$ cat src/rtl/wr_repeat_monitor_pkg.sv
// Shared types and helpers for the write-repeat monitor.
// Holds the match-mode enum and the age-width helper.
package wrmon_pkg;

  typedef enum logic {
    MODE_ADDR = 1'b0,
    MODE_DATA = 1'b1
  } mode_e;

  function automatic int age_w(input int depth);
    return $clog2(depth) + 1;
  endfunction

endpackage

$ cat src/rtl/wr_repeat_monitor_if.sv
// Write-port bundle observed by the repeat monitor.
// The bus master drives it; the monitor only listens.
interface wr_repeat_monitor_if #(
  parameter int ADDR_W = 8,
  parameter int DATA_W = 16
) ();

  logic              wr_en;
  logic [ADDR_W-1:0] addr;
  logic [DATA_W-1:0] dat;

  modport master (
    output wr_en,
    output addr,
    output dat
  );

  modport slave (
    input wr_en,
    input addr,
    input dat
  );

endinterface

$ cat src/rtl/wr_repeat_monitor_hist.sv
// History shift register of {addr, dat, valid} entries.
// Entry 0 holds the most recent pushed write.
module wr_hist_shift #(
  parameter int DEPTH = 1,
  parameter int W     = 24
) (
  input  logic               clk,
  input  logic               rst,
  input  logic               push,
  input  logic               flush,
  input  logic [W-1:0]       din,
  output logic [DEPTH*W-1:0] ent_o,
  output logic [DEPTH-1:0]   vld_o
);

  logic [W-1:0]     ent_q [DEPTH];
  logic [W-1:0]     ent_d [DEPTH];
  logic [DEPTH-1:0] vld_q;
  logic [DEPTH-1:0] vld_d;

  always_comb begin
    ent_d = ent_q;
    vld_d = flush ? '0 : vld_q;
    if (push) begin
      ent_d[0] = din;
      vld_d[0] = 1'b1;
      for (int i = 1; i < DEPTH; i++) begin
        ent_d[i] = ent_q[i-1];
        vld_d[i] = flush ? 1'b0 : vld_q[i-1];
      end
    end
  end

  // Payload needs no reset; valid bits gate every use of it.
  always_ff @(posedge clk) begin
    ent_q <= ent_d;
    if (rst) vld_q <= '0;
    else     vld_q <= vld_d;
  end

  for (genvar g = 0; g < DEPTH; g++) begin : g_flat
    assign ent_o[g*W +: W] = ent_q[g];
  end
  assign vld_o = vld_q;

endmodule

$ cat src/rtl/wr_repeat_monitor.sv
// Passive monitor flagging writes that repeat a recent address
// (optionally address and data) within the last DEPTH writes.
module wr_repeat_monitor
  import wrmon_pkg::*;
#(
  parameter int ADDR_W = 8,
  parameter int DATA_W = 16,
  parameter int DEPTH  = 1,
  parameter int CNT_W  = 8,
  localparam int AGE_W = age_w(DEPTH)
) (
  input  logic                clk,
  input  logic                rst,
  wr_repeat_monitor_if.slave  bus,
  input  mode_e               mode,
  input  logic                clr,
  input  logic                flush,
  output logic                err,
  output logic [ADDR_W-1:0]   err_addr,
  output logic [AGE_W-1:0]    err_age,
  output logic [CNT_W-1:0]    err_count,
  output logic                err_seen
);

  localparam int W = ADDR_W + DATA_W;
  localparam logic [CNT_W-1:0] CNT_MAX = '1;

  logic [DEPTH*W-1:0] ent;
  logic [DEPTH-1:0]   vld;
  logic [DEPTH-1:0]   match;
  logic               hit;
  logic [AGE_W-1:0]   age_d;
  logic [CNT_W-1:0]   cnt_base;

  logic              err_q, seen_q, seen_d;
  logic [ADDR_W-1:0] addr_q;
  logic [AGE_W-1:0]  age_q;
  logic [CNT_W-1:0]  cnt_q, cnt_d;

  wr_hist_shift #(
    .DEPTH (DEPTH),
    .W     (W)
  ) u_hist (
    .clk   (clk),
    .rst   (rst),
    .push  (bus.wr_en),
    .flush (flush),
    .din   ({bus.addr, bus.dat}),
    .ent_o (ent),
    .vld_o (vld)
  );

  always_comb begin
    match = '0;
    for (int i = 0; i < DEPTH; i++) begin
      match[i] = vld[i]
        && (ent[i*W + DATA_W +: ADDR_W] == bus.addr)
        && (mode == MODE_ADDR
            || ent[i*W +: DATA_W] == bus.dat);
    end
  end

  assign hit = bus.wr_en && (|match);

  // Youngest matching entry wins.
  always_comb begin
    age_d = '0;
    for (int i = DEPTH - 1; i >= 0; i--) begin
      if (match[i]) age_d = AGE_W'(i);
    end
  end

  // Clear applies before a coincident violation.
  always_comb begin
    cnt_base = clr ? '0 : cnt_q;
    cnt_d    = cnt_base;
    if (hit && cnt_base != CNT_MAX) cnt_d = cnt_base + 1'b1;
    seen_d = (clr ? 1'b0 : seen_q) | hit;
  end

  always_ff @(posedge clk) begin
    if (rst) begin
      err_q  <= 1'b0;
      addr_q <= '0;
      age_q  <= '0;
      cnt_q  <= '0;
      seen_q <= 1'b0;
    end else begin
      err_q  <= hit;
      cnt_q  <= cnt_d;
      seen_q <= seen_d;
      if (hit) begin
        addr_q <= bus.addr;
        age_q  <= age_d;
      end
    end
  end

  assign err       = err_q;
  assign err_addr  = addr_q;
  assign err_age   = age_q;
  assign err_count = cnt_q;
  assign err_seen  = seen_q;

endmodule
$ cat src/flat_wrapper.sv
// flat-port wrapper written by rule: the top's interface ports become plain ports
module wr_repeat_monitor_flat import wrmon_pkg::*;
#(
  parameter int ADDR_W = 8,
  parameter int DATA_W = 16,
  parameter int DEPTH  = 1,
  parameter int CNT_W  = 8,
  localparam int AGE_W = age_w(DEPTH)
)
  (clk, rst, mode, clr, flush, err, err_addr, err_age, err_count, err_seen, bus_wr_en, bus_addr, bus_dat);
  wr_repeat_monitor_if #(.ADDR_W(ADDR_W), .DATA_W(DATA_W)) bus_i ();
  input  logic clk;
  input  logic rst;
  input  mode_e mode;
  input  logic clr;
  input  logic flush;
  output logic err;
  output logic [ADDR_W-1:0] err_addr;
  output logic [AGE_W-1:0] err_age;
  output logic [CNT_W-1:0] err_count;
  output logic err_seen;
  input wire logic [$bits(bus_i.wr_en)-1:0] bus_wr_en;
  input wire logic [$bits(bus_i.addr)-1:0] bus_addr;
  input wire logic [$bits(bus_i.dat)-1:0] bus_dat;
  assign bus_i.wr_en = bus_wr_en;
  assign bus_i.addr = bus_addr;
  assign bus_i.dat = bus_dat;
  wr_repeat_monitor #(.ADDR_W(ADDR_W), .DATA_W(DATA_W), .DEPTH(DEPTH), .CNT_W(CNT_W)) u_core (.clk(clk), .rst(rst), .bus(bus_i), .mode(mode), .clr(clr), .flush(flush), .err(err), .err_addr(err_addr), .err_age(err_age), .err_count(err_count), .err_seen(err_seen));
endmodule
$ cat config.mk
export PLATFORM = sky130hd
export DESIGN_NAME = wr_repeat_monitor_flat
export DESIGN_NICKNAME = d
export VERILOG_FILES = /design/src/rtl/wr_repeat_monitor_pkg.sv /design/src/rtl/wr_repeat_monitor_if.sv /design/src/rtl/wr_repeat_monitor_hist.sv /design/src/rtl/wr_repeat_monitor.sv /design/src/flat_wrapper.sv
export SDC_FILE = /design/constraint.sdc
export NUM_CORES = 1
export LEC_CHECK = 0
export ABC_CLOCK_PERIOD_IN_PS = 2330
export BUFFER_PORTS_ARGS = -buffer_cell sky130_fd_sc_hd__buf_2
export CAP_MARGIN = 5
export CORE_MARGIN = 2
export CORE_UTILIZATION = 52
export DETAILED_ROUTE_END_ITERATION = 10
export GPL_TIMING_DRIVEN = 0
export PLACE_DENSITY = 0.78
export SYNTH_ARGS = -nofsm -noshare
export SYNTH_HDL_FRONTEND = slang
export SYNTH_HIERARCHICAL = 1
export SYNTH_SLANG_ARGS = --single-unit
$ cat constraint.sdc
create_clock -name clk -period 2.33 [get_ports clk]
set_input_delay 0.1165 -clock clk [delete_from_list [all_inputs] [get_ports clk]]
set_output_delay 0.1165 -clock clk [all_outputs]
set_load 0.05 [all_outputs]
# After elaboration in Yosys (flattened, before gate mapping)

Cells that the tools add are included.

Bitwise operators: 2
Mux-type cells: 5
Add/sub/neg operators: 1
Equality and inequality tests: 3
Reduce and logical (&&, ||, !) cells: 6

Operator list:

| kind                  | count |
|---|---|
| $eq A16 B16 Y1        | 1 |
| $mux W8               | 2 |
| $add A8 B1 Y8 const B | 1 |
| $eq A8 B8 Y1          | 1 |
| $ne A8 B8 Y1 const B  | 1 |
| $logic_and A1 B1 Y1   | 4 |
| $mux W1               | 3 |
| $reduce_bool A2 Y1    | 1 |
| $logic_or A1 B1 Y1    | 1 |
| $not A1 Y1            | 1 |
| $or A1 B1 Y1          | 1 |

Bits of input ports: 30
Output and inout bits: 19
Logic and storage cells: 23
Bits in registers: 43

# Logic depth before layout (Yosys ltp)

Gate-level depths: netlist (run 1).

Depth after elaboration: 6
Depth in mapped cells: 7
Depth with buffers taken out: 7

# By module

The synthesis (run 1) kept the hierarchy.

By module, submodules not included:

| module            | area an instance (um2) | seq. area each (um2) | instances | cells each |
|---|---|---|---|---|
| wr_repeat_monitor | 1219.9                 | 360.3                | 1         | 147 |
| wr_hist_shift     | 759.5                  | 740.7                | 1         | 28 |

# Worst setup path before layout (run 1)

Ideal clock, no wire load.

Path kind: register to register
From: register u_core.cnt_q[0], in the netlist u_core/err_count[0]
To: register u_core.cnt_q[2], in the netlist u_core/err_count[2]
Buffers on the path: 0
Data required time: 2.207 ns
Setup slack: 0.293 ns
Cell stages (with the launch flop): 8
Arrival: 1.913 ns
Library setup time: 0.123 ns
Clock period less this slack: 2.037 ns
Cells stage by stage: dfxtp_1 -> nor2b_1 -> ha_1 -> and4b_1 -> nand3_1 -> nand2_1 -> nor3_1 -> mux2_1

Longest elaborated chain between the ends: 4
Elaborated cells between the ends (all ways): 5
Those cells by class: add/sub: 1; eq/ne: 1; mux: 2; reduce/logical: 1

RTL lines:

| item                                                  | RTL line                | RTL |
|---|---|---|
| start: declaration                                    | wr_repeat_monitor.sv:38 | `logic [CNT_W-1:0] cnt_q, cnt_d;` |
| start signal: assignment                              | wr_repeat_monitor.sv:90 | `cnt_q <= cnt_d;` |
| $mux W8 *                                             | wr_repeat_monitor.sv:75 | `cnt_base = clr ? '0 : cnt_q;` |
| branches (longest 2 deep; another with $add A8 B1 Y8) | -                       |  |
| $mux W8 *                                             | wr_repeat_monitor.sv:77 | `if (hit && cnt_base != CNT_MAX) cnt_d = cnt_base + 1'b1;` |

Mark *: on every way between the ends.
A chain may end at the register's enable or synchronous reset.

# Worst setup path after layout (run 1)

From: register u_core.u_hist.ent_q, in the netlist u_core/u_hist/ent_o[2]
To: register u_core.cnt_q[4], in the netlist u_core/err_count[4]

Longest elaborated chain between the ends: 6

RTL lines:

| item                     | RTL line                     | RTL |
|---|---|---|
| start: declaration       | wr_repeat_monitor_hist.sv:16 | `logic [W-1:0] ent_q [DEPTH];` |
| start signal: assignment | wr_repeat_monitor_hist.sv:36 | `ent_q <= ent_d;` |
| $eq A16 B16 Y1           | wr_repeat_monitor.sv:59      | `\|\| ent[i*W +: DATA_W] == bus.dat);` |
| $logic_or A1 B1 Y1       | wr_repeat_monitor.sv:59      |  |
| $logic_and A1 B1 Y1      | wr_repeat_monitor.sv:58      | `&& (mode == MODE_ADDR` |
| $logic_and A1 B1 Y1      | wr_repeat_monitor.sv:63      | `assign hit = bus.wr_en && (\|match);` |
| $logic_and A1 B1 Y1      | wr_repeat_monitor.sv:77      |  |
| $mux W8                  | wr_repeat_monitor.sv:77      |  |

No other way between the ends.

==> flow_metrics.py, run 1 <==
metrics = {
    "power": {
        "power_frac_clock_pct": 38.3,
        "p_comb_share_pct": 9.2,
        "swShare_pct": 20.6,
        "p_leak_nw": 0.939,
        "seq_power_share_pct": 52.5,
        "power.density_nw_per_um2": 675,
        "ir_worst_vdd_mv": 0.460,
        "p_int_mw": 1.29,
        "p_sw_uw": 334,
    },
    "route": {
        "via_count": 1522,
        "wirelength_mm": 3.93,
        "routedWlPerCell_um": 14.1,
        "route.detailed.drc": 0,
        "drtIter0Drc": 68,
        "first_pass_iters": 4,
        "vias_per_cell": 5.47,
        "postRouteAntennaNets": 0,
    },
    "worst_setup_path": {
        "crit_path_end_kind": "flip-flop",
        "crit_path_cell_trace": "xnor2_1 -> nand4_1 -> o41a_1 -> buf_2 -> clkbuf_1 -> o31ai_1 -> a21oi_1",
        "path_max_fanout": 10,
        "crit_arrival_ns": 2.30,
        "slowest_stage": "o41a_1",
        "crit_required_ns": 2.49,
        "path_buf_inv": 2,
        "critPathKind": "flip-flop to flip-flop",
        "max_stage_delay_ns": 0.45,
        "cp_top_family": "compound AO/OA/AOI/OAI gates",
        "cp-start-kind": "flip-flop",
    },
    "synthesis": {
        "avgSynthCellArea_um2": 11.3,
        "ys_seq_area_share_pct": 55.6,
        "ys_seq_elements": 43,
        "syn_area_um2": 1980,
        "synthCells": 175,
        "yosys_warnings": 6,
        "yosysUniqueCellTypes": 38,
        "syn_nets": 206,
    },
    "clock_network": {
        "root_buffer": "clkbuf_8",
        "ctsResizeCount": 0,
        "clk_path_buf_depth": 2,
        "clk_pin_slew_worst_paths_ns": 0.08,
        "numCtsBuffers": 5,
        "clkLatencyLatePin_ns": 0.29,
        "postCtsSetupBuffers": 0,
        "h-tree-depth": 2,
        "hold_buffers": 0,
        "cts_tree": "built",
        "cts_sinks": 43,
    },
    "floorplanning": {
        "ioPinCount": 49,
        "rows": 22,
        "initial_core_util_pct": 54.1,
        "core_um2": 3660,
        "fp.dieH_um": 65.7,
        "dieArea_um2": 4320,
        "die_width_um": 65.7,
    },
    "layout": {
        "final_common_cell": "buf_2",
        "fin_util_pct": 65.8,
        "final_cell_mix": "49 x buf_2, 24 x edfxtp_1, 19 x dfxtp_1, 16 x xnor2_1, 13 x a21oi_1",
        "drive_gt1_share_pct": 28.3,
        "syn_to_final_growth_pct": 21.7,
        "layout.nets": 260,
        "design_area_um2": 2410,
        "antenna-diode-count": 0,
    },
    "timing": {
        "period_share_pct": 91.9,
        "maxSlewHeadroom_pct": 62.9,
        "finalHoldViolCount": 0,
        "worst_slew_pin_slew_ns": 0.556,
        "fin_ws_ns": 0.188,
        "finalSetupViolCount": 0,
        "fin_crit_ns": 2.14,
        "drv_slew": 0,
        "skew_ns": 0.00824,
        "fin_tns_setup_ns": 0,
        "rsz0062_at_grt": "no",
        "fmax_mhz": 467,
    },
    "placed_design": {
        "routabilityCongestion": 0.848,
        "placed_area_um2": 2270,
        "portBuffers": 47,
        "pre_cts_ws_ns": -0.00832,
        "dpl.hpwl_mm": 2.87,
    },
    "global_route": {
        "gr-usage-all-layers_pct": 18.6,
        "gr-total-overflow": 0,
        "grt_pass1_vias": 1340,
        "antenna_found_initial": 0,
        "grt_pass1_wl_mm": 6.13,
        "met2_usage_pct": 28.9,
        "busiest_layer": "met2",
        "grt_max_degree": 27,
        "met1_usage_pct": 25.8,
        "grt.met3_usage_pct": 5.99,
    },
    "run_status": {
        "status": "finished, final reports clean",
    },
    "worst_hold_path": {
        "hp-class": "input port to flip-flop",
    },
    "job": {
        "maxCapViolations": 0,
    },
}
==> cells in the mapped netlist <==
master     instances  area [µm²]
and2b_1            1        7.51
nor2b_1           10        62.6
o31ai_1            4        30.0
nor2_1             4        15.0
nand2b_1           1        6.26
o41a_1             1        11.3
nand3_1            9        45.0
inv_1              2        7.51
nor3_2             2        20.0
nor3_1             6        30.0
a32oi_1            1        8.76
nor4_1             2        12.5
xnor2_1           16         140
and4bb_1           1        12.5
nand4_1            8        50.1
o21ai_1            8        40.0
a21oi_2            1        8.76
a21oi_1           13        65.1
nand2_1            9        33.8
buf_4              1        7.51
or4_4              1        11.3
or4_1              3        22.5
or2_2              1        6.26
a21o_1             2        15.0
clkbuf_1           5        18.8
nor2b_4            1        13.8
mux2i_1            2        20.0
nand4bb_4          1        27.5
dfxtp_1           19         380
ha_1               1        12.5
and4b_1            2        20.0
and3_1             3        18.8
o41ai_1            1        8.76
edfxtp_1          24         721
mux2_1             1        11.3
buf_2              2        10.0
xor2_1             5        43.8
conb_1             1        3.75
==> kinds of logic after synthesis <==
logic type / share of synthesized area (%)
simple gates: 21.0
mux: 1.58
buf+inv: 2.21
flops: 55.6
fa+ha+maj: 0.632
other cells: 0.189
xor+xnor: 9.29
compound gates: 9.48
==> state kept, by name, indices dropped and copies added (netlist names) <==
register and flops:
u_core/u_hist/vld_o 1, u_core/err 1, u_core/err_count 8, u_core/err_addr 8, u_core/err_seen 1, u_core/u_hist/ent_o 24
==> metal layers <==
| metal | routed length (µm) | share of wire (%) |
|---|---|---|
| met5 | 0 | 0 |
| met3 | 294 | 7.5 |
| met2 | 1850 | 47 |
| met1 | 1780 | 45 |
| met4 | 12 | 0.31 |
==> worst paths after layout <==
kind                              end  cells after the start                   start  slack [ns]
setup / recovery  u_core/err_count[4]                      7  u_core/u_hist/ent_o[2]        0.19
hold / removal    u_core/u_hist/vld_o                      2                     rst       0.006
setup reg to reg  u_core/err_count[4]                      7  u_core/u_hist/ent_o[2]        0.19
hold reg to reg       u_core/err_seen                      2         u_core/err_seen        0.47
==> area by class of cell <==
class,count,area (µm²)
clock buffer,7,97.6
multi-input combinational,122,842
tap,48,60.1
clock inverter,1,30.0
sequential,43,1100
inverter,2,7.51
timing repair buffer,47,235
buffer,8,36.3
fill,307,1250
==> per-stage QoR <==
step                      instances  power [mW]  hold slack [ns]
final                           278        1.63          0.00609
after global routing            278        1.69          0.00300
after CTS                       278        1.64         0.000291
after detailed placement        270        1.02            0.314
after global placement          270        1.02            0.314
after floorplan                 175       0.957            0.179
==> power by group through the flow <==
stage	sequential, mW	combinational [mW]	clock [mW]
6_report	0.853	0.150	0.623
3_3_place_gp	0.870	0.146	0
4_1_cts	0.854	0.150	0.638
3_5_place_dp	0.871	0.149	0
5_1_grt	0.857	0.164	0.666
2_1_floorplan	0.870	0.0878	0
Note: power is estimated with default switching activity, not from simulation.
==> run 2, diff against run 1 <==
--- a/config.mk
+++ b/config.mk
@@ -8,11 +8,13 @@
 export ABC_CLOCK_PERIOD_IN_PS = 2330
 export BUFFER_PORTS_ARGS = -buffer_cell sky130_fd_sc_hd__buf_2
 export CAP_MARGIN = 5
+export CELL_PAD_IN_SITES_DETAIL_PLACEMENT = 1
+export CELL_PAD_IN_SITES_GLOBAL_PLACEMENT = 1
 export CORE_MARGIN = 2
-export CORE_UTILIZATION = 52
+export CORE_UTILIZATION = 41
 export DETAILED_ROUTE_END_ITERATION = 10
 export GPL_TIMING_DRIVEN = 0
-export PLACE_DENSITY = 0.78
+export PLACE_DENSITY_LB_ADDON = 0.1
 export SYNTH_ARGS = -nofsm -noshare
 export SYNTH_HDL_FRONTEND = slang
 export SYNTH_HIERARCHICAL = 1
==> flow_metrics.py, run 2 (synthesis gave the netlist of run 1 again) <==
metrics = {
    "run_status": {
        "status": "finished, final reports clean",
    },
    "worst_setup_path": {
        "crit_arrival_ns": 2.34,
        "reg2reg_slack_ns": 0.15,
        "slowest_stage": "o41a_1",
        "path_buf_inv": 2,
        "worstReg2RegStart": "u_core/u_hist/ent_o[10]",
        "crit_path_end_kind": "flip-flop",
        "crit_path_cell_trace": "xnor2_1 -> nand4_1 -> o41a_1 -> buf_2 -> clkbuf_1 -> o31ai_1 -> a21oi_1",
        "critPathKind": "flip-flop to flip-flop",
        "crit_required_ns": 2.49,
        "reg2reg_depth": 7,
        "reg2reg_to": "u_core/err_count[4]",
        "cp-start-kind": "flip-flop",
        "cp_top_family": "compound AO/OA/AOI/OAI gates",
        "max_stage_delay_ns": 0.44,
        "path_max_fanout": 10,
    },
    "clock_network": {
        "cts_sinks": 43,
        "cts_tree": "built",
        "numCtsBuffers": 5,
        "postCtsSetupBuffers": 0,
        "clk_pin_slew_worst_paths_ns": 0.08,
        "clk_path_buf_depth": 2,
        "h-tree-depth": 2,
        "clkLatencyLatePin_ns": 0.30,
        "root_buffer": "clkbuf_8",
    },
    "worst_hold_path": {
        "min_to": "u_core/u_hist/ent_o[9]",
        "hp-class": "input port to flip-flop",
        "min_from": "bus_dat[9]",
        "holdPathStages": 1,
    },
    "job": {
        "maxCapViolations": 0,
    },
    "route": {
        "postRouteAntennaNets": 0,
        "wirelength_mm": 4.76,
        "via_count": 1558,
        "vias_per_cell": 5.47,
        "routedWlPerCell_um": 16.7,
        "first_pass_iters": 4,
        "top_layer_used": "met4",
        "met1_length_mm": 2.01,
        "drtIter0Drc": 83,
        "wl_met3_um": 214,
        "route.detailed.drc": 0,
        "wl_met2_mm": 2.50,
    },
    "placed_design": {
        "placed_area_um2": 2280,
        "dpl.hpwl_mm": 3.64,
        "pre_cts_ws_ns": -0.0629,
        "routabilityCongestion": 0.774,
        "portBuffers": 47,
    },
    "timing": {
        "finalHoldViolCount": 0,
        "period_share_pct": 93.5,
        "fmax_mhz": 459,
        "finalSetupViolCount": 0,
        "fin_ws_ns": 0.152,
        "skew_ns": 0.00674,
        "worst_slew_pin_slew_ns": 0.612,
        "rsz0062_at_grt": "no",
        "fin_crit_ns": 2.18,
        "fin_tns_setup_ns": 0,
        "maxSlewHeadroom_pct": 58.7,
        "drv_slew": 0,
    },
    "power": {
        "ir_worst_vdd_mv": 0.367,
        "p_sw_uw": 366,
        "power_frac_clock_pct": 33.4,
        "seq_power_share_pct": 56.4,
        "power.density_nw_per_um2": 634,
        "p_leak_nw": 0.932,
        "p_comb_share_pct": 10.2,
        "swShare_pct": 24.1,
        "p_int_mw": 1.15,
    },
    "layout": {
        "layout.nets": 261,
        "design_area_um2": 2390,
        "syn_to_final_growth_pct": 20.8,
        "largest_reg_flops": 24,
        "final_cell_mix": "49 x buf_2, 24 x edfxtp_1, 19 x dfxtp_1, 16 x xnor2_1, 13 x a21oi_1",
        "antenna-diode-count": 0,
        "fillCellCount": 533,
        "drive_gt1_share_pct": 28.6,
        "final_common_cell": "buf_2",
    },
    "global_route": {
        "antenna_found_initial": 0,
        "gr-usage-all-layers_pct": 18.7,
        "gr-total-overflow": 0,
        "grt_pass1_vias": 1619,
        "grt_pass1_wl_mm": 7.58,
        "grt_max_degree": 27,
    },
    "floorplanning": {
        "ioPinCount": 49,
        "initial_core_util_pct": 42.2,
        "fp.dieH_um": 73.5,
        "rows": 25,
        "core_um2": 4690,
        "dieArea_um2": 5400,
        "die_width_um": 73.5,
    },
}
-- run 2: area by class of cell --
class | instances | area (µm²) | share of cell area, %
clock buffer | 6 | 82.6 | 3.45
buffer | 8 | 37.5 | 1.57
clock inverter | 2 | 15.0 | 0.628
tap | 54 | 67.6 | 2.83
sequential | 43 | 1100 | 46.0
timing repair buffer | 48 | 245 | 10.3
inverter | 2 | 7.51 | 0.314
multi-input combinational | 122 | 835 | 34.9
-- run 2: metrics by stage --
stage	utilization, %	power (mW)	hold slack [ns]	cells
global placement	48.6	1.02	0.317	276
floorplan	-	0.957	0.179	175
detailed placement	48.6	1.03	0.315	276
global route	51.0	1.59	0.00343	285
finish	51.0	1.52	0.0151	285
CTS	50.9	1.54	0.00768	285
-- run 2: layer usage --
metal,track usage (%),vias to the layer above
li1,-,752
met4,4.85,0
met1,22.6,763
met5,0,-
met3,4.53,4
met2,33.0,39
-- run 2: power by group through the flow --
stage	sequential, mW	combinational [mW]	clock (mW)
2_1_floorplan	0.870	0.0878	0
3_5_place_dp	0.874	0.154	0
3_3_place_gp	0.870	0.145	0
5_1_grt	0.860	0.170	0.554
4_1_cts	0.856	0.156	0.527
6_report	0.855	0.154	0.507
-- run 2: worst max-delay path by stage --
stage / cells after the start / startpoint / endpoint / slack, ns
floorplan: 7 / u_core/err_count[0] / u_core/err_count[2] / 0.29
global placement: 7 / bus_wr_en / u_core/err_count[4] / 0.04
detailed placement: 7 / bus_wr_en / u_core/err_count[4] / -0.06
CTS: 7 / u_core/u_hist/ent_o[10] / u_core/err_count[4] / 0.14
global route: 7 / u_core/u_hist/ent_o[6] / u_core/err_count[6] / 0.003
finish: 7 / u_core/u_hist/ent_o[10] / u_core/err_count[4] / 0.15
-- run 2: repair_timing --
| action | 4_1_cts | 5_1_grt |
|---|---|---|
| setup endpoints to repair | 0 | 3 |
| gates resized for setup | 0 | 2 |
| hold buffers | 1 | 0 |
| hold endpoints to repair | 1 | 0 |
-- run 2: worst register-to-register path, cell delays in order (launching register included) --
cell	delay (ns)
edfxtp_1	0.39
xnor2_1	0.17
nand4_1	0.15
o41a_1	0.44
buf_2	0.19
clkbuf_1	0.24
o31ai_1	0.34
a21oi_1	0.12
